File: src/rtl/vga_param_timing_pal.sv
// vga_param_timing_pal: parametrised VGA timing, border window and palette lookup, with every
//    video output delay-matched to the pixel-fetch latency PIX_LAT.
// Ports:
//    i_pclk, i_rst        pixel clock, asynchronous active-high reset
//    i_pixel              palette index, valid PIX_LAT cycles after the matching o_fetch_en
//    o_px, o_py           fetch coordinates inside the active window (0 outside it)
//    o_fetch_en           o_px/o_py name an active pixel this cycle
//    o_r, o_g, o_b        registered RGB565 colour
//    o_hsync, o_vsync     registered sync, active level set by HS_POL/VS_POL
//    o_drawon, o_borderon colour is an active pixel / the border colour
//    o_frame_start        one-cycle pulse with the first active output pixel of a frame
//    i_pal_we, i_pal_addr, i_pal_data  palette write port, present only when the macro
//                         VGA_PALETTE_WR_EN is defined; otherwise the palette is a constant ROM
module vga_param_timing_pal #(
   parameter int unsigned H_ACTIVE   = 640,
   parameter int unsigned H_FP       = 16,
   parameter int unsigned H_SYNC     = 96,
   parameter int unsigned H_BP       = 48,
   parameter int unsigned V_ACTIVE   = 480,
   parameter int unsigned V_FP       = 10,
   parameter int unsigned V_SYNC     = 2,
   parameter int unsigned V_BP       = 33,
   parameter int unsigned BORDER     = 8,
   parameter logic [15:0] BORDER_RGB = 16'h0000,
   parameter bit          HS_POL     = 1'b0,
   parameter bit          VS_POL     = 1'b0,
   parameter int unsigned PIX_W      = 4,
   parameter int unsigned PIX_LAT    = 1,
   parameter int unsigned CW         = 11
) (
   input  logic             i_pclk,
   input  logic             i_rst,
   input  logic [PIX_W-1:0] i_pixel,
`ifdef VGA_PALETTE_WR_EN
   input  logic             i_pal_we,
   input  logic [PIX_W-1:0] i_pal_addr,
   input  logic [15:0]      i_pal_data,
`endif
   output logic [CW-1:0]    o_px,
   output logic [CW-1:0]    o_py,
   output logic             o_fetch_en,
   output logic [4:0]       o_r,
   output logic [5:0]       o_g,
   output logic [4:0]       o_b,
   output logic             o_hsync,
   output logic             o_vsync,
   output logic             o_drawon,
   output logic             o_borderon,
   output logic             o_frame_start
);
   localparam int unsigned H_TOT = H_ACTIVE + H_FP + H_SYNC + H_BP;
   localparam int unsigned V_TOT = V_ACTIVE + V_FP + V_SYNC + V_BP;
   localparam int unsigned PAL_N = 2 ** PIX_W;
   localparam logic [CW-1:0] HA  = CW'(H_ACTIVE);
   localparam logic [CW-1:0] VA  = CW'(V_ACTIVE);
   localparam logic [CW-1:0] HT1 = CW'(H_TOT - 1);
   localparam logic [CW-1:0] VT1 = CW'(V_TOT - 1);
   localparam logic [CW-1:0] HS0 = CW'(H_ACTIVE + H_FP);
   localparam logic [CW-1:0] HS1 = CW'(H_ACTIVE + H_FP + H_SYNC);
   localparam logic [CW-1:0] VS0 = CW'(V_ACTIVE + V_FP);
   localparam logic [CW-1:0] VS1 = CW'(V_ACTIVE + V_FP + V_SYNC);
   localparam logic [CW-1:0] HB0 = CW'(H_ACTIVE + BORDER);
   localparam logic [CW-1:0] HB1 = CW'(H_TOT - BORDER);
   localparam logic [CW-1:0] VB0 = CW'(V_ACTIVE + BORDER);
   localparam logic [CW-1:0] VB1 = CW'(V_TOT - BORDER);
   // With no border the trailing-edge bound equals the total and could wrap in CW bits.
   localparam bit HAS_B = BORDER != 0;

   if (BORDER > H_FP || BORDER > H_BP || BORDER > V_FP || BORDER > V_BP) begin : g_bad_border
      $error("BORDER must fit inside every front and back porch");
   end

   function automatic logic [15:0] pal_init(input logic [7:0] i);
      case (i)
         8'd1:    return {5'h00, 6'h00, 5'h0F};
         8'd2:    return {5'h00, 6'h1F, 5'h00};
         8'd3:    return {5'h0F, 6'h00, 5'h00};
         8'd4:    return {5'h00, 6'h1F, 5'h0F};
         8'd5:    return {5'h0F, 6'h00, 5'h0F};
         8'd6:    return {5'h0F, 6'h1F, 5'h00};
         8'd7:    return {5'h0F, 6'h1F, 5'h0F};
         8'd8:    return {5'h07, 6'h0F, 5'h07};
         8'd9:    return {5'h00, 6'h00, 5'h1F};
         8'd10:   return {5'h00, 6'h3F, 5'h00};
         8'd11:   return {5'h1F, 6'h00, 5'h00};
         8'd12:   return {5'h00, 6'h3F, 5'h1F};
         8'd13:   return {5'h1F, 6'h00, 5'h1F};
         8'd14:   return {5'h1F, 6'h3F, 5'h00};
         8'd15:   return {5'h1F, 6'h3F, 5'h1F};
         default: return 16'h0000;
      endcase
   endfunction

   logic [15:0] w_pal_rd;
`ifdef VGA_PALETTE_WR_EN
   logic [15:0] r_pal [PAL_N];
   // Lookups read the registered array, so a same-cycle write is seen only from the next cycle.
   always_ff @(posedge i_pclk or posedge i_rst)
      if (i_rst) for (int i = 0; i < PAL_N; i++) r_pal[i] <= pal_init(8'(i));
      else if (i_pal_we) r_pal[i_pal_addr] <= i_pal_data;
   assign w_pal_rd = r_pal[i_pixel];
`else
   assign w_pal_rd = pal_init(8'(i_pixel));
`endif

   logic [CW-1:0] r_hcnt, r_vcnt;
   logic          w_hend;
   assign w_hend = r_hcnt == HT1;
   always_ff @(posedge i_pclk or posedge i_rst)
      if (i_rst) begin
         r_hcnt <= '0;
         r_vcnt <= '0;
      end else begin
         r_hcnt <= w_hend ? '0 : r_hcnt + 1'b1;
         if (w_hend) r_vcnt <= r_vcnt == VT1 ? '0 : r_vcnt + 1'b1;
      end

   logic w_act, w_bord, w_hs, w_vs, w_first;
   assign w_act   = r_hcnt < HA && r_vcnt < VA;
   assign w_bord  = HAS_B && !w_act && (r_hcnt < HB0 || r_hcnt >= HB1) && (r_vcnt < VB0 || r_vcnt >= VB1);
   assign w_hs    = r_hcnt >= HS0 && r_hcnt < HS1;
   assign w_vs    = r_vcnt >= VS0 && r_vcnt < VS1;
   assign w_first = r_hcnt == '0 && r_vcnt == '0;

   // Stage 0 is the registered fetch stage; stages 1..PIX_LAT track the external fetch latency.
   // Flag order: {active, border, hsync, vsync, first}, syncs held active-high internally.
   logic [4:0]    r_pipe [PIX_LAT+1];
   logic [CW-1:0] r_px, r_py;
   always_ff @(posedge i_pclk or posedge i_rst)
      if (i_rst) begin
         for (int k = 0; k <= PIX_LAT; k++) r_pipe[k] <= '0;
         r_px <= '0;
         r_py <= '0;
      end else begin
         r_pipe[0] <= {w_act, w_bord, w_hs, w_vs, w_first};
         for (int k = 1; k <= PIX_LAT; k++) r_pipe[k] <= r_pipe[k-1];
         r_px <= w_act ? r_hcnt : '0;
         r_py <= w_act ? r_vcnt : '0;
      end

   assign o_fetch_en = r_pipe[0][4];
   assign o_px       = r_px;
   assign o_py       = r_py;

   logic [4:0]  w_last;
   logic [15:0] w_rgb;
   assign w_last = r_pipe[PIX_LAT];
   assign w_rgb  = w_last[4] ? w_pal_rd : w_last[3] ? BORDER_RGB : 16'h0000;

   always_ff @(posedge i_pclk or posedge i_rst)
      if (i_rst) begin
         {o_r, o_g, o_b} <= '0;
         o_hsync         <= ~HS_POL;
         o_vsync         <= ~VS_POL;
         o_drawon        <= 1'b0;
         o_borderon      <= 1'b0;
         o_frame_start   <= 1'b0;
      end else begin
         {o_r, o_g, o_b} <= w_rgb;
         o_hsync         <= HS_POL ? w_last[2] : ~w_last[2];
         o_vsync         <= VS_POL ? w_last[1] : ~w_last[1];
         o_drawon        <= w_last[4];
         o_borderon      <= w_last[3];
         o_frame_start   <= w_last[0];
      end
endmodule
File: config.mk
export PLATFORM = sky130hd
export DESIGN_NAME = vga_param_timing_pal
export DESIGN_NICKNAME = d
export VERILOG_FILES = /design/src/rtl/vga_param_timing_pal.sv
export SDC_FILE = /design/constraint.sdc
export NUM_CORES = 1
export LEC_CHECK = 0
export BUFFER_PORTS_ARGS = -buffer_cell sky130_fd_sc_hd__buf_2
export CAP_MARGIN = 30
export CELL_PAD_IN_SITES_DETAIL_PLACEMENT = 0
export CELL_PAD_IN_SITES_GLOBAL_PLACEMENT = 2
export CORE_UTILIZATION = 39
export CTS_CLUSTER_DIAMETER = 200
export DETAILED_ROUTE_END_ITERATION = 10
export HOLD_SLACK_MARGIN = 0.02
export PLACE_DENSITY_LB_ADDON = 0.08
export SLEW_MARGIN = 30
export SYNTH_ARGS = -nofsm -noshare
export SYNTH_HDL_FRONTEND = slang
export SYNTH_SLANG_ARGS = --single-unit
File: constraint.sdc
create_clock -name i_pclk -period 3.5 [get_ports i_pclk]
set_input_delay 0.7 -clock i_pclk [delete_from_list [all_inputs] [get_ports i_pclk]]
set_output_delay 0.7 -clock i_pclk [all_outputs]
set_load 0.01 [all_outputs]
# == Word-level counts from Yosys, hierarchy flattened ==
# Memory sizes are Yosys's and may differ from the RTL's.
# Cells that the tools add are included.
# op_classes
n_addsub,2
order_cmp,10
eq_ne,2
n_mux,5
bitwise_logic,2
reduce_logical,11
# op_table
operator,n
$mux W11,4
$ge A11 B10 Y1 const B,3
$lt A11 B10 Y1 const B,3
$lt A11 B9 Y1 const B,3
$add A11 B1 Y11 const B,2
$eq A11 B10 Y1 const B,2
$logic_not A11 Y1,2
$mux W16,1
$ge A11 B9 Y1 const B,1
$logic_and A1 B1 Y1,6
$logic_or A1 B1 Y1,2
$not A1 Y1,2
$logic_not A1 Y1,1
# word_totals
regBits,75
rom_bits,256
input_bits,6
output_inout_bits,44
n_memories,1
# memory_table
name,depth,width,read_ports,rd_clocked_by_memory_dff,write_ports,line,rtl
(no name shown),16,16,1,0,0,74,case (i)

# == Longest topological paths before layout ==
# logic_depth
ltp_word,5
mapped_depth,7
mapped_depth_nobuf,6

# == Least setup slack after synthesis ==
# Ideal clock, no wire load.
# synth_timing
path_kind,flip-flop to flip-flop
from,reg r_hcnt[0]
to,reg r_vcnt[9]
arrival_time_ns,1.625
required_time_ns,3.423
setup_slack_ns,1.797
path_stages_with_launch,7
cell_sequence,dfrtp_1 -> ha_1 -> and4_1 -> buf_4 -> nand4_4 -> or4_1 -> a21oi_1
# synth_between
elab_chain_len,1
# synth_lines
element,line,rtl
start: declaration,106,"logic [CW-1:0] r_hcnt, r_vcnt;"
start signal: assignment,114,r_hcnt <= w_hend ? '0 : r_hcnt + 1'b1;
$eq A11 B10 Y1,108,assign w_hend = r_hcnt == HT1;
end signal: assignment,115,if (w_hend) r_vcnt <= r_vcnt == VT1 ? '0 : r_vcnt + 1'b1;
end: declaration,106,
# Every way passes these cells.
# A chain may end at the register's enable or synchronous reset.

# == Worst setup path in the final report ==
# Ends and elaborated chain as after synthesis.

==> out/qor.yml <==
critical_path:
  cp-end-kind: "flip-flop"
  path_cells: "ha_1 -> and4_1 -> nand4_4 -> or4_1 -> a21oi_1"
  cp.arrival_ns: 2.21
  crit_type: "reg -> reg"
  required_ns: 3.77
  cp_max_fo: 8
  start_kind: "flip-flop"
  slowest_delay_ns: 0.51
  cp_slowest_cell: "or4_1"
global_route:
  antenna_found_initial: 0
  grt_pass1_wl_um: 8880
  grtUsageMet3: 0.03770
  grt_max_degree: 38
  grt-ovfl-total: 0
  grt_use_met1: 0.2051
  grt.total_usage: 0.1573
  use_met2: 0.2361
  top_usage_layer: "met2"
  grt_pass1_vias: 1774
synthesis:
  ys_ff_latch: 68
  yosys.area.top_type: "dfrtp_1"
  synth.top_cell.area_share: 0.5742
  syn_avg_cell_area_um2: 11.55
  synth.distinct_cells: 42
  synth-async-reset-ratio: 1.000
  yosys_warnings: 0
  synth_cells: 249
  synth_area_mm2: 0.002877
  synth_edf_count: 0
  synth_ff_type: "dfrtp_1"
  ys_top_cells_by_area: "dfrtp_1 (57%), ha_1 (5.2%), and2_1 (5.0%)"
  synth-seq-area-share: 0.5924
cts:
  cts_max_level: 3
  hold_buffers: 0
  cts_setup_buffers: 0
  post_cts_resized: 0
  cts_tree: "done"
  cts_made_buffers: 9
  clock_latency_ns: 0.35
  clock-root-buffer: "clkbuf_8"
  clock_path_buffers: 2
  cts_sinks: 68
  clk_pin_slew_ns: 0.07
timing:
  fmax_mhz: 515.7
  fin_tns_setup_ns: 0
  finalMaxSlewViolations: 0
  period_needed_ns: 1.939
  min_period_over_period: 0.5541
  rsz0062_at_grt: "false"
  worst_slew_pin_slew_ns: 0.7189
  relSlewSlack: 0.5200
  fin_skew_ns: 0.005547
  final_hold_viol_count: 0
  setup_viol: 0
placement:
  dpl_cell_area_mm2: 0.003173
  portBuffers: 49
  dpl.hpwl_um: 3604
  gp_congestion: 0.7625
cells_and_area:
  final_design_area_no_fill_mm2: 0.003391
  n_antenna_cell: 0
  area_growth_pct: 17.88
  fin_nets: 315
  drive_above_1_share: 0.2483
  n_fill_cell: 662
  final_cell_mix: "dfrtp_1 (66), buf_2 (49), and2_1 (23), nand2_1 (20), nor2_1 (13)"
  final_common_cell: "dfrtp_1"
floorplanning:
  io_pins: 50
  die_area_mm2: 0.007723
  coreArea_mm2: 0.006944
  num_rows: 30
  initial_utilization: 0.4142
  chipHeight_um: 87.88
  die_w_um: 87.88
routing:
  wirelength_um: 5319
  postRouteAntennaNets: 0
  vias_per_cell: 4.628
  drtIter0Drc: 54
  wl_per_cell_um: 13.36
  vias: 1842
  first_pass_iters: 4
  drc: 0
power:
  p_leak_uw: 0.001679
  worst_ir_drop_vdd_v: 0.0002078
  total_power_uw: 1527
  cellPowerDensity_mw_per_mm2: 450.4
run:
  maxCapViolCount: 0
outcome:
  status: "completed"
min_path:
  hold_class: "reg -> reg"
==> power by group <==
group	internal (uW)	switching, uW
clock	354	308
combinational	24.8	42.2
sequential	795	3.08
total	1170	353
==> final cells by class <==
cell class | count | area [um^2] | share of cell area
Tap cell | 96 | 120.1 | 0.03542
Inverter | 13 | 48.80 | 0.01439
Clock buffer | 10 | 137.6 | 0.04059
Multi-Input combinational cell | 154 | 1035 | 0.3052
Clock inverter | 6 | 72.57 | 0.02140
Sequential cell | 68 | 1704 | 0.5026
Timing Repair Buffer | 51 | 272.8 | 0.08044
==> Yosys cell counts, types with 2 or more instances <==
cell type  number
nor4bb_1        2
a211oi_1        2
and2_1         23
o21ai_0         8
nand3_1        10
ha_1           12
clkbuf_1        4
or3_1           3
clkbuf_2        2
xnor2_1         3
buf_4           8
nor3_1          5
nand2_1        20
dfstp_2         2
mux2i_1         4
nand4_1         5
a21oi_1         7
dfrtp_1        66
and3_1          3
xor2_1          8
nor4_1          5
nor2_1         13
or4_1           2
inv_1          13
o31ai_1         2
==> stage by stage <==
stage,hold slack [ns],worst slack (ns),std cells,util
CTS,0.3552,1.550,397,0.4872
global placement,0.3313,1.599,381,0.4569
detailed placement,0.3387,1.566,381,0.4569
global route,0.3533,1.418,398,0.4883
floorplan,0.3312,1.092,251,-
finish,0.3523,1.561,398,0.4883
==> routing by layer <==
layer  share of wire  up-vias  routed length, um
li1                -      925                  -
met1            0.48      860               2552
met2            0.45       46               2407
met3           0.042       11                221
met4           0.026        0                137
met5               0        -                  0
==> cells by family (layout without fill, tap and decap cells) <==
logic type	count (synthesis)	after routing	share of synthesized area
muxes	4	4	0.01392
xor gates and xnor gates	11	11	0.03350
adders and majority gates	12	12	0.05220
AOI/OAI and AO/OA	23	23	0.04741
buffers and inverters	29	80	0.05568
DFF	68	68	0.5924
and+or+nand+nor	101	101	0.2036
other	1	3	0.001304
==> worst paths after layout <==
path | start | end | slack (ns) | cells past startpoint
min in group asynchronous | i_rst | o_py[7] | 0.47 | 2
worst max register to register | r_hcnt[0] | r_vcnt[9] | 1.56 | 5
worst min register to register | r_pipe[7] | w_last[2] | 0.35 | 0
max in group asynchronous | i_rst | o_hsync | 2.33 | 3
worst max-delay path | r_hcnt[0] | r_vcnt[9] | 1.56 | 5
worst min-delay path | r_pipe[7] | w_last[2] | 0.35 | 0
==> registers in the layout, indices dropped and copies added (netlist names) <==
register / flops
o_px: 11
r_hcnt: 11
o_r: 3
o_vsync: 1
o_fetch_en: 1
o_frame_start: 1
o_g: 3
o_py: 11
o_drawon: 1
w_last: 5
o_hsync: 1
o_borderon: 1
o_b: 3
r_vcnt: 11
r_pipe: 4
==> critical path, delay by kind of cell (launching register included) <==
kind / cells / cell delay (ns)
fa+ha+maj: 1 / 0.22
simple gates: 3 / 1.10
flops: 1 / 0.40
compound gates: 1 / 0.15
Note: power is estimated with default switching activity, not from simulation.
